`src/rtl/parity_stream_unit_pkg.sv`:
```
// Shared definitions for the parity stream unit: mode encodings, packet FSM
// states and the reduction-parity helper.
package parity_pkg;

    localparam logic MODE_GEN   = 1'b0;
    localparam logic MODE_CHECK = 1'b1;

    // Widest beat the parity helper accepts; narrower beats are zero-extended,
    // which leaves the XOR reduction unchanged.
    localparam int PAR_MAX_W = 64;

    typedef enum logic {
        IDLE   = 1'b0,
        IN_PKT = 1'b1
    } pkt_state_e;

    function automatic logic calc_parity(input logic [PAR_MAX_W-1:0] data, input logic odd);
        return (^data) ^ odd;
    endfunction

endpackage

```
`src/rtl/parity_stream_unit_if.sv`:
```
// Beat-level stream bundle between source, parity unit and downstream link.
// Handshake: a beat moves on a rising edge where valid & ready are both high;
// valid never waits on ready, and a valid beat holds all its fields until taken.
interface parity_stream_unit_if #(
    parameter int WIDTH = 8
);
    logic             in_valid;
    logic             in_ready;
    logic [WIDTH-1:0] in_data;
    logic             in_par;
    logic             in_last;
    logic             out_valid;
    logic             out_ready;
    logic [WIDTH-1:0] out_data;
    logic             out_par;
    logic             out_err;
    logic             out_last;

    // slave: the parity unit; master: the environment driving/consuming it
    modport slave (
        input  in_valid, in_data, in_par, in_last, out_ready,
        output in_ready, out_valid, out_data, out_par, out_err, out_last
    );

    modport master (
        output in_valid, in_data, in_par, in_last, out_ready,
        input  in_ready, out_valid, out_data, out_par, out_err, out_last
    );
endinterface

```
`src/rtl/parity_stream_unit_sat_counter.sv`:
```
// Saturating up-counter with synchronous clear; a clear coinciding with an
// increment lands on 1 so the concurrent event is not lost.
module parity_sat_counter #(
    parameter int CNT_W = 16
) (
    input  logic             clk,
    input  logic             rst,
    input  logic             clr_i,
    input  logic             inc_i,
    output logic [CNT_W-1:0] count_o
);
    localparam logic [CNT_W-1:0] CNT_MAX = '1;

    logic [CNT_W-1:0] count_q;
    logic [CNT_W-1:0] count_d;

    always_comb begin
        count_d = count_q;
        if (clr_i) begin
            count_d = inc_i ? CNT_W'(1) : '0;
        end else if (inc_i && (count_q != CNT_MAX)) begin
            count_d = count_q + CNT_W'(1);
        end
    end

    always_ff @(posedge clk) begin
        if (rst) begin
            count_q <= '0;
        end else begin
            count_q <= count_d;
        end
    end

    assign count_o = count_q;

endmodule

```
`src/rtl/parity_stream_unit.sv`:
```
// Streaming parity generator/checker: one output register stage, per-packet
// parity/error accumulation and a saturating beat-error counter.
module parity_stream_unit
    import parity_pkg::*;
#(
    parameter int WIDTH = 8,
    parameter int CNT_W = 16
) (
    input  logic                clk,
    input  logic                rst,
    input  logic                mode_check,
    input  logic                odd_sel,
    input  logic                clr_count,
    parity_stream_unit_if.slave bus,
    output logic                pkt_par,
    output logic                pkt_err,
    output logic [CNT_W-1:0]    err_count,
    output pkt_state_e          dbg_state_o
);
    pkt_state_e       state_q, state_d;
    logic             mode_q, mode_d;
    logic             odd_q, odd_d;
    logic             acc_x_q, acc_x_d;
    logic             acc_e_q, acc_e_d;
    logic             out_valid_q, out_valid_d;
    logic [WIDTH-1:0] out_data_q, out_data_d;
    logic             out_par_q, out_par_d;
    logic             out_err_q, out_err_d;
    logic             out_last_q, out_last_d;
    logic             pkt_par_q, pkt_par_d;
    logic             pkt_err_q, pkt_err_d;

    logic accept;
    logic mode_eff;
    logic odd_eff;
    logic data_x;
    logic beat_par;
    logic beat_err;

    // The register can take a new beat whenever its current one leaves this cycle.
    assign bus.in_ready = !out_valid_q || bus.out_ready;
    assign accept       = bus.in_valid && bus.in_ready;

    // First beat of a packet uses the live controls; later beats the latched ones.
    assign mode_eff = (state_q == IDLE) ? mode_check : mode_q;
    assign odd_eff  = (state_q == IDLE) ? odd_sel    : odd_q;
    assign data_x   = calc_parity(PAR_MAX_W'(bus.in_data), 1'b0);
    assign beat_par = calc_parity(PAR_MAX_W'(bus.in_data), odd_eff);
    assign beat_err = (mode_eff == MODE_CHECK) && (bus.in_par != beat_par);

    always_comb begin
        state_d     = state_q;
        mode_d      = mode_q;
        odd_d       = odd_q;
        acc_x_d     = acc_x_q;
        acc_e_d     = acc_e_q;
        out_valid_d = out_valid_q;
        out_data_d  = out_data_q;
        out_par_d   = out_par_q;
        out_err_d   = out_err_q;
        out_last_d  = out_last_q;
        pkt_par_d   = pkt_par_q;
        pkt_err_d   = pkt_err_q;
        if (accept) begin
            out_valid_d = 1'b1;
            out_data_d  = bus.in_data;
            out_par_d   = (mode_eff == MODE_CHECK) ? bus.in_par : beat_par;
            out_err_d   = beat_err;
            out_last_d  = bus.in_last;
            mode_d      = mode_eff;
            odd_d       = odd_eff;
            if (bus.in_last) begin
                pkt_par_d = acc_x_q ^ data_x ^ odd_eff;
                pkt_err_d = acc_e_q | beat_err;
                acc_x_d   = 1'b0;
                acc_e_d   = 1'b0;
                state_d   = IDLE;
            end else begin
                pkt_par_d = 1'b0;
                pkt_err_d = 1'b0;
                acc_x_d   = acc_x_q ^ data_x;
                acc_e_d   = acc_e_q | beat_err;
                state_d   = IN_PKT;
            end
        end else if (bus.out_ready) begin
            out_valid_d = 1'b0;
        end
    end

    always_ff @(posedge clk) begin
        if (rst) begin
            state_q     <= IDLE;
            mode_q      <= MODE_GEN;
            odd_q       <= 1'b0;
            acc_x_q     <= 1'b0;
            acc_e_q     <= 1'b0;
            out_valid_q <= 1'b0;
            out_data_q  <= '0;
            out_par_q   <= 1'b0;
            out_err_q   <= 1'b0;
            out_last_q  <= 1'b0;
            pkt_par_q   <= 1'b0;
            pkt_err_q   <= 1'b0;
        end else begin
            state_q     <= state_d;
            mode_q      <= mode_d;
            odd_q       <= odd_d;
            acc_x_q     <= acc_x_d;
            acc_e_q     <= acc_e_d;
            out_valid_q <= out_valid_d;
            out_data_q  <= out_data_d;
            out_par_q   <= out_par_d;
            out_err_q   <= out_err_d;
            out_last_q  <= out_last_d;
            pkt_par_q   <= pkt_par_d;
            pkt_err_q   <= pkt_err_d;
        end
    end

    parity_sat_counter #(
        .CNT_W(CNT_W)
    ) u_err_cnt (
        .clk    (clk),
        .rst    (rst),
        .clr_i  (clr_count),
        .inc_i  (accept && beat_err),
        .count_o(err_count)
    );

    assign bus.out_valid = out_valid_q;
    assign bus.out_data  = out_data_q;
    assign bus.out_par   = out_par_q;
    assign bus.out_err   = out_err_q;
    assign bus.out_last  = out_last_q;
    assign pkt_par       = pkt_par_q;
    assign pkt_err       = pkt_err_q;
    assign dbg_state_o   = state_q;

endmodule

```
`src/flat_wrapper.sv`:
```
// flat-port wrapper written by rule: the top's interface ports become plain ports
module parity_stream_unit_flat import parity_pkg::*;
#(
    parameter int WIDTH = 8,
    parameter int CNT_W = 16
)
  (clk, rst, mode_check, odd_sel, clr_count, pkt_par, pkt_err, err_count, dbg_state_o, bus_in_valid, bus_in_data, bus_in_par, bus_in_last, bus_out_ready, bus_in_ready, bus_out_valid, bus_out_data, bus_out_par, bus_out_err, bus_out_last);
  parity_stream_unit_if #(.WIDTH(WIDTH)) bus_i ();
  input  logic clk;
  input  logic rst;
  input  logic mode_check;
  input  logic odd_sel;
  input  logic clr_count;
  output logic pkt_par;
  output logic pkt_err;
  output logic [CNT_W-1:0] err_count;
  output pkt_state_e dbg_state_o;
  input wire logic [$bits(bus_i.in_valid)-1:0] bus_in_valid;
  input wire logic [$bits(bus_i.in_data)-1:0] bus_in_data;
  input wire logic [$bits(bus_i.in_par)-1:0] bus_in_par;
  input wire logic [$bits(bus_i.in_last)-1:0] bus_in_last;
  input wire logic [$bits(bus_i.out_ready)-1:0] bus_out_ready;
  output wire logic [$bits(bus_i.in_ready)-1:0] bus_in_ready;
  output wire logic [$bits(bus_i.out_valid)-1:0] bus_out_valid;
  output wire logic [$bits(bus_i.out_data)-1:0] bus_out_data;
  output wire logic [$bits(bus_i.out_par)-1:0] bus_out_par;
  output wire logic [$bits(bus_i.out_err)-1:0] bus_out_err;
  output wire logic [$bits(bus_i.out_last)-1:0] bus_out_last;
  assign bus_i.in_valid = bus_in_valid;
  assign bus_i.in_data = bus_in_data;
  assign bus_i.in_par = bus_in_par;
  assign bus_i.in_last = bus_in_last;
  assign bus_i.out_ready = bus_out_ready;
  assign bus_in_ready = bus_i.in_ready;
  assign bus_out_valid = bus_i.out_valid;
  assign bus_out_data = bus_i.out_data;
  assign bus_out_par = bus_i.out_par;
  assign bus_out_err = bus_i.out_err;
  assign bus_out_last = bus_i.out_last;
  parity_stream_unit #(.WIDTH(WIDTH), .CNT_W(CNT_W)) u_core (.clk(clk), .rst(rst), .mode_check(mode_check), .odd_sel(odd_sel), .clr_count(clr_count), .bus(bus_i), .pkt_par(pkt_par), .pkt_err(pkt_err), .err_count(err_count), .dbg_state_o(dbg_state_o));
endmodule
```
`config.mk`:
```
export PLATFORM = sky130hd
export DESIGN_NAME = parity_stream_unit_flat
export DESIGN_NICKNAME = d
export VERILOG_FILES = /design/src/rtl/parity_stream_unit_pkg.sv /design/src/rtl/parity_stream_unit_if.sv /design/src/rtl/parity_stream_unit_sat_counter.sv /design/src/rtl/parity_stream_unit.sv /design/src/flat_wrapper.sv
export SDC_FILE = /design/constraint.sdc
export NUM_CORES = 1
export LEC_CHECK = 0
export CORE_MARGIN = 2
export CORE_UTILIZATION = 47
export DETAILED_ROUTE_END_ITERATION = 6
export GPL_ROUTABILITY_DRIVEN = 0
export PLACE_DENSITY = 0.79
export SLEW_MARGIN = 15
export SYNTH_ARGS = -nofsm -noshare
export SYNTH_HDL_FRONTEND = slang
export SYNTH_SLANG_ARGS = --single-unit
```
`constraint.sdc`:
```
create_clock -name clk -period 2.65 [get_ports clk]
set_input_delay 0.53 -clock clk [delete_from_list [all_inputs] [get_ports clk]]
set_output_delay 0.53 -clock clk [all_outputs]
set_load 0.05 [all_outputs]
```
==> metrics.md <==
| Metric | Value |
|---|---|
| Status | `complete, no violations` |
| Ranking of synthesized cells by area | `dfxtp_1 41%, xnor2_1 8.8%, nand2_1 7.1%, nor2_1 4.9%, a21oi_1 4.4%` |
| Critical path type | `in2reg` |
| Critical path buffers and inverters | `2` |
| Root Buffer | `clkbuf_4` |
| Flop pwr share | `0.452` |
| Vias in the first global route | `1419` |
| Post-synth EDFFs | `0` |
| Starting Density | `0.498` |
| Clock network fraction of total power | `0.260` |
| Syn. warnings | `0` |
| Top cell type's share of synthesized area | `0.415` |
| Total Routing Usage GR | `0.195` |
| Final Hold Fails | `0` |
| Synth-to-layout area growth | `38.4%` |
| Non-Filler Cell Area, Final | `2340 um^2` |
| Fillcell total | `266` |
| Post-CTS sizing | `0` |
| Switching Share | `0.304` |
| Num CTS Buffers | `5` |
| Main flop type after synthesis | `dfxtp_1` |
| Die width | `64.0 um` |
| Final worst slack | `0.232 ns` |
| Multi-input logic area | `930 um^2` |
| Worst-Skew Late Latency | `0.33 ns` |
| Most common cell on crit path | `xnor2_1` |
| HPWL after DPL | `2760 um` |
| Core area | `3390 um^2` |
| Fin cells | `295` |
| Hold Crit Class | `reg2reg` |
| Clk sinks | `35` |
| Vias per std cell | `5.14` |
| Sum Neg Setup Slack | `0 ns` |
| Maximum vdd drop | `0.331 mV` |
| Final setup skew | `0.0120 ns` |
| DRT Pass-1 Iters | `4` |
| Period utilization | `0.912` |
| First-iteration detailed-routing DRC count | `84` |
| Slowest stage delay, CP | `0.54 ns` |
| Share of cells above drive strength 1 | `0.120` |
| Routed WL | `3720 um` |
| Worst-path maximum fanout | `8` |
| Top delay family on crit path | `XOR/XNOR gates` |
| Hold worst-path end | `u_core.bus.out_data[4]` |
| Final ANT Viol Nets | `0` |
| CP Capture Type | `flip-flop` |
| CTS clk-pin slew, worst paths | `0.11 ns` |
| Register area | `701 um^2` |
| Placed instance area | `2270 um^2` |
| NumNets Final | `266` |
| Critical path cell sequence | `clkdlybuf4s50_1 > xor2_1 > xnor2_1 > xnor3_2 > buf_4 > nor4_2 > xnor2_1 > nor2_1` |
| DP Worst Slack | `-0.123 ns` |
| Cell taking the most area after synthesis | `dfxtp_1` |
| Remaining DRCs | `0` |
| Number of synthesized register bits | `35` |
| Critical Path RT | `2.87 ns` |
| IO Pins | `49` |
| Num rows | `21` |
| HP Start | `u_core.bus.out_data[4]` |
| Post-synth ARST share | `0` |
| F_max | `0.414 GHz` |
| Final core occ | `0.690` |
| Placed insts | `287` |
| Hold Buf Count CTS | `0` |
| Top post-synthesis cells by count | `35 x dfxtp_1, 32 x nand2_1, 22 x nor2_1` |
| Yosys cell types | `39` |
| Initial antenna violation count | `0` |
| Mapped Nets | `208` |
| Setup crit start kind | `input pin` |
| Port bufs | `48` |
| Headroom to the max-slew limit | `0.654` |
| Post-Synthesis Cells | `190` |
| Tightest Pin Transition | `0.517 ns` |
| Total grt overflow | `0` |
| Worst reg2reg path endpoint | `u_core.u_err_cnt.count_o[8]` |
| CP max stage cell | `xnor3_2` |
| R2R setup slack | `0.59 ns` |
| Pleak | `0.860 nW` |
| Min Tclk post-route | `2.42 ns` |
| Unrepaired setup endpoints after global routing | `no` |
| Combinational share of power | `0.288` |
| Average wire per standard cell | `12.6 um` |
| Largest net degree at the start of global routing | `20` |
| Data arrival, critical path | `2.64 ns` |
| Synthesized area | `1690 um^2` |
| Ant diodes | `0` |
| Post-CTS setup buffers | `0` |
| R2R depth | `7` |
| Via Count | `1517` |
| Final setup violating endpoints | `0` |
| CTS tree | `yes` |
| Pwr per Cell Area | `533 nW/um^2` |
| Max_cap viols | `0` |
| Post-Syn Area per Cell | `8.89 um^2` |
| Chip height | `64.0 um` |
| Switching pwr | `0.379 mW` |
| Cell Int Power | `0.867 mW` |
| Hold path depth | `2` |
| Max clock buf depth | `2` |
| Max Slew Vio Count | `0` |
| H-tree depth | `2` |
| Most common cell in the netlist | `dfxtp_1` |
| Full die area | `4090 um^2` |
| FF-to-FF Start | `u_core.dbg_state_o` |
| First-pass GRT wire length | `6400 um` |
| Sequential-to-total area share from yosys stat | `0.415` |
==> stage by stage <==
step	power (mW)	hold slack, ns
3_3_place_gp	0.930	0.442
5_1_grt	1.31	0.481
3_5_place_dp	0.935	0.446
4_1_cts	1.26	0.461
2_1_floorplan	0.831	0.436
6_report	1.25	0.458
==> how the worst max path moves through the flow <==
stage | start | endpoint | slack, ns | depth (start not counted)
global placement | bus_in_data[7] | u_core.u_err_cnt.count_o[8] | -0.06 | 8
CTS | bus_in_data[7] | u_core.u_err_cnt.count_o[8] | 0.23 | 8
finish | bus_in_data[7] | u_core.u_err_cnt.count_o[8] | 0.23 | 8
floorplan | u_core.dbg_state_o | u_core.u_err_cnt.count_o[11] | 0.34 | 6
global route | bus_in_data[7] | u_core.u_err_cnt.count_o[8] | 0.07 | 8
detailed placement | bus_in_data[7] | u_core.u_err_cnt.count_o[8] | -0.12 | 8
==> worst register-to-register path, cell delays in order, from the launching register on <==
cell	delay, ns
dfxtp_1	0.43
mux2i_1	0.28
xor2_1	0.19
xnor3_2	0.35
buf_4	0.21
nor4_2	0.30
xnor2_1	0.15
nor2_1	0.05
==> registers in the layout, indices dropped and copies added (netlist names) <==
| register | count |
|---|---|
| u_core.bus.out_par | 1 |
| u_core.bus.out_valid | 1 |
| u_core.acc_x_q | 1 |
| u_core.bus.out_data | 8 |
| u_core.pkt_err | 1 |
| u_core.dbg_state_o | 1 |
| u_core.mode_q | 1 |
| u_core.acc_e_q | 1 |
| u_core.pkt_par | 1 |
| u_core.bus.out_last | 1 |
| u_core.odd_q | 1 |
| u_core.bus.out_err | 1 |
| u_core.u_err_cnt.count_o | 16 |
==> kinds of logic after synthesis <==
| kind of cell | Yosys count | share of synthesized area |
|---|---|---|
| simple gates | 92 | 0.283 |
| xor+xnor | 22 | 0.138 |
| flops | 35 | 0.415 |
| compound gates | 24 | 0.0867 |
| mux | 6 | 0.0356 |
| fa+ha+maj | 1 | 0.00741 |
| buf+inv | 10 | 0.0348 |
==> metal layers <==
layer	track usage	share of wire	vias to the layer above
met5	0	0	-
met4	0.0734	0.011	0
met3	0.0335	0.056	4
met2	0.311	0.46	51
met1	0.262	0.47	693
li1	-	-	769
==> power by group through the flow <==
| stage | Combinational [mW] | Clock, mW | Sequential (mW) |
|---|---|---|---|
| final | 0.358 | 0.324 | 0.563 |
| after global routing | 0.383 | 0.360 | 0.567 |
| after CTS | 0.361 | 0.338 | 0.564 |
| after detailed placement | 0.359 | 0 | 0.576 |
| after global placement | 0.356 | 0 | 0.575 |
| after floorplan | 0.195 | 0 | 0.636 |
==> final cells by class <==
class	count	area share
clock buffers	8	0.0294
well taps	46	0.0246
inverters	2	0.00321
multi-input cells	145	0.398
flip-flops and latches	35	0.300
repair buffers	59	0.245
==> cell usage in the layout, fill, tap and decap left out, types with 2 or more instances in the layout <==
master,instances
a211oi_1,2
a21oi_1,15
a31oi_1,2
and2_1,3
and3_1,2
buf_4,11
clkbuf_4,5
clkbuf_8,2
clkdlybuf4s50_1,47
dfxtp_1,35
inv_1,2
mux2i_1,6
nand2_1,32
nand2b_1,2
nand3_1,5
nand3b_1,2
nand4_1,5
nor2_1,22
nor3_1,6
nor4_4,2
or3_1,2
or3_2,2
xnor2_1,17
xor2_1,2
Note: power is estimated with default switching activity, not from simulation.
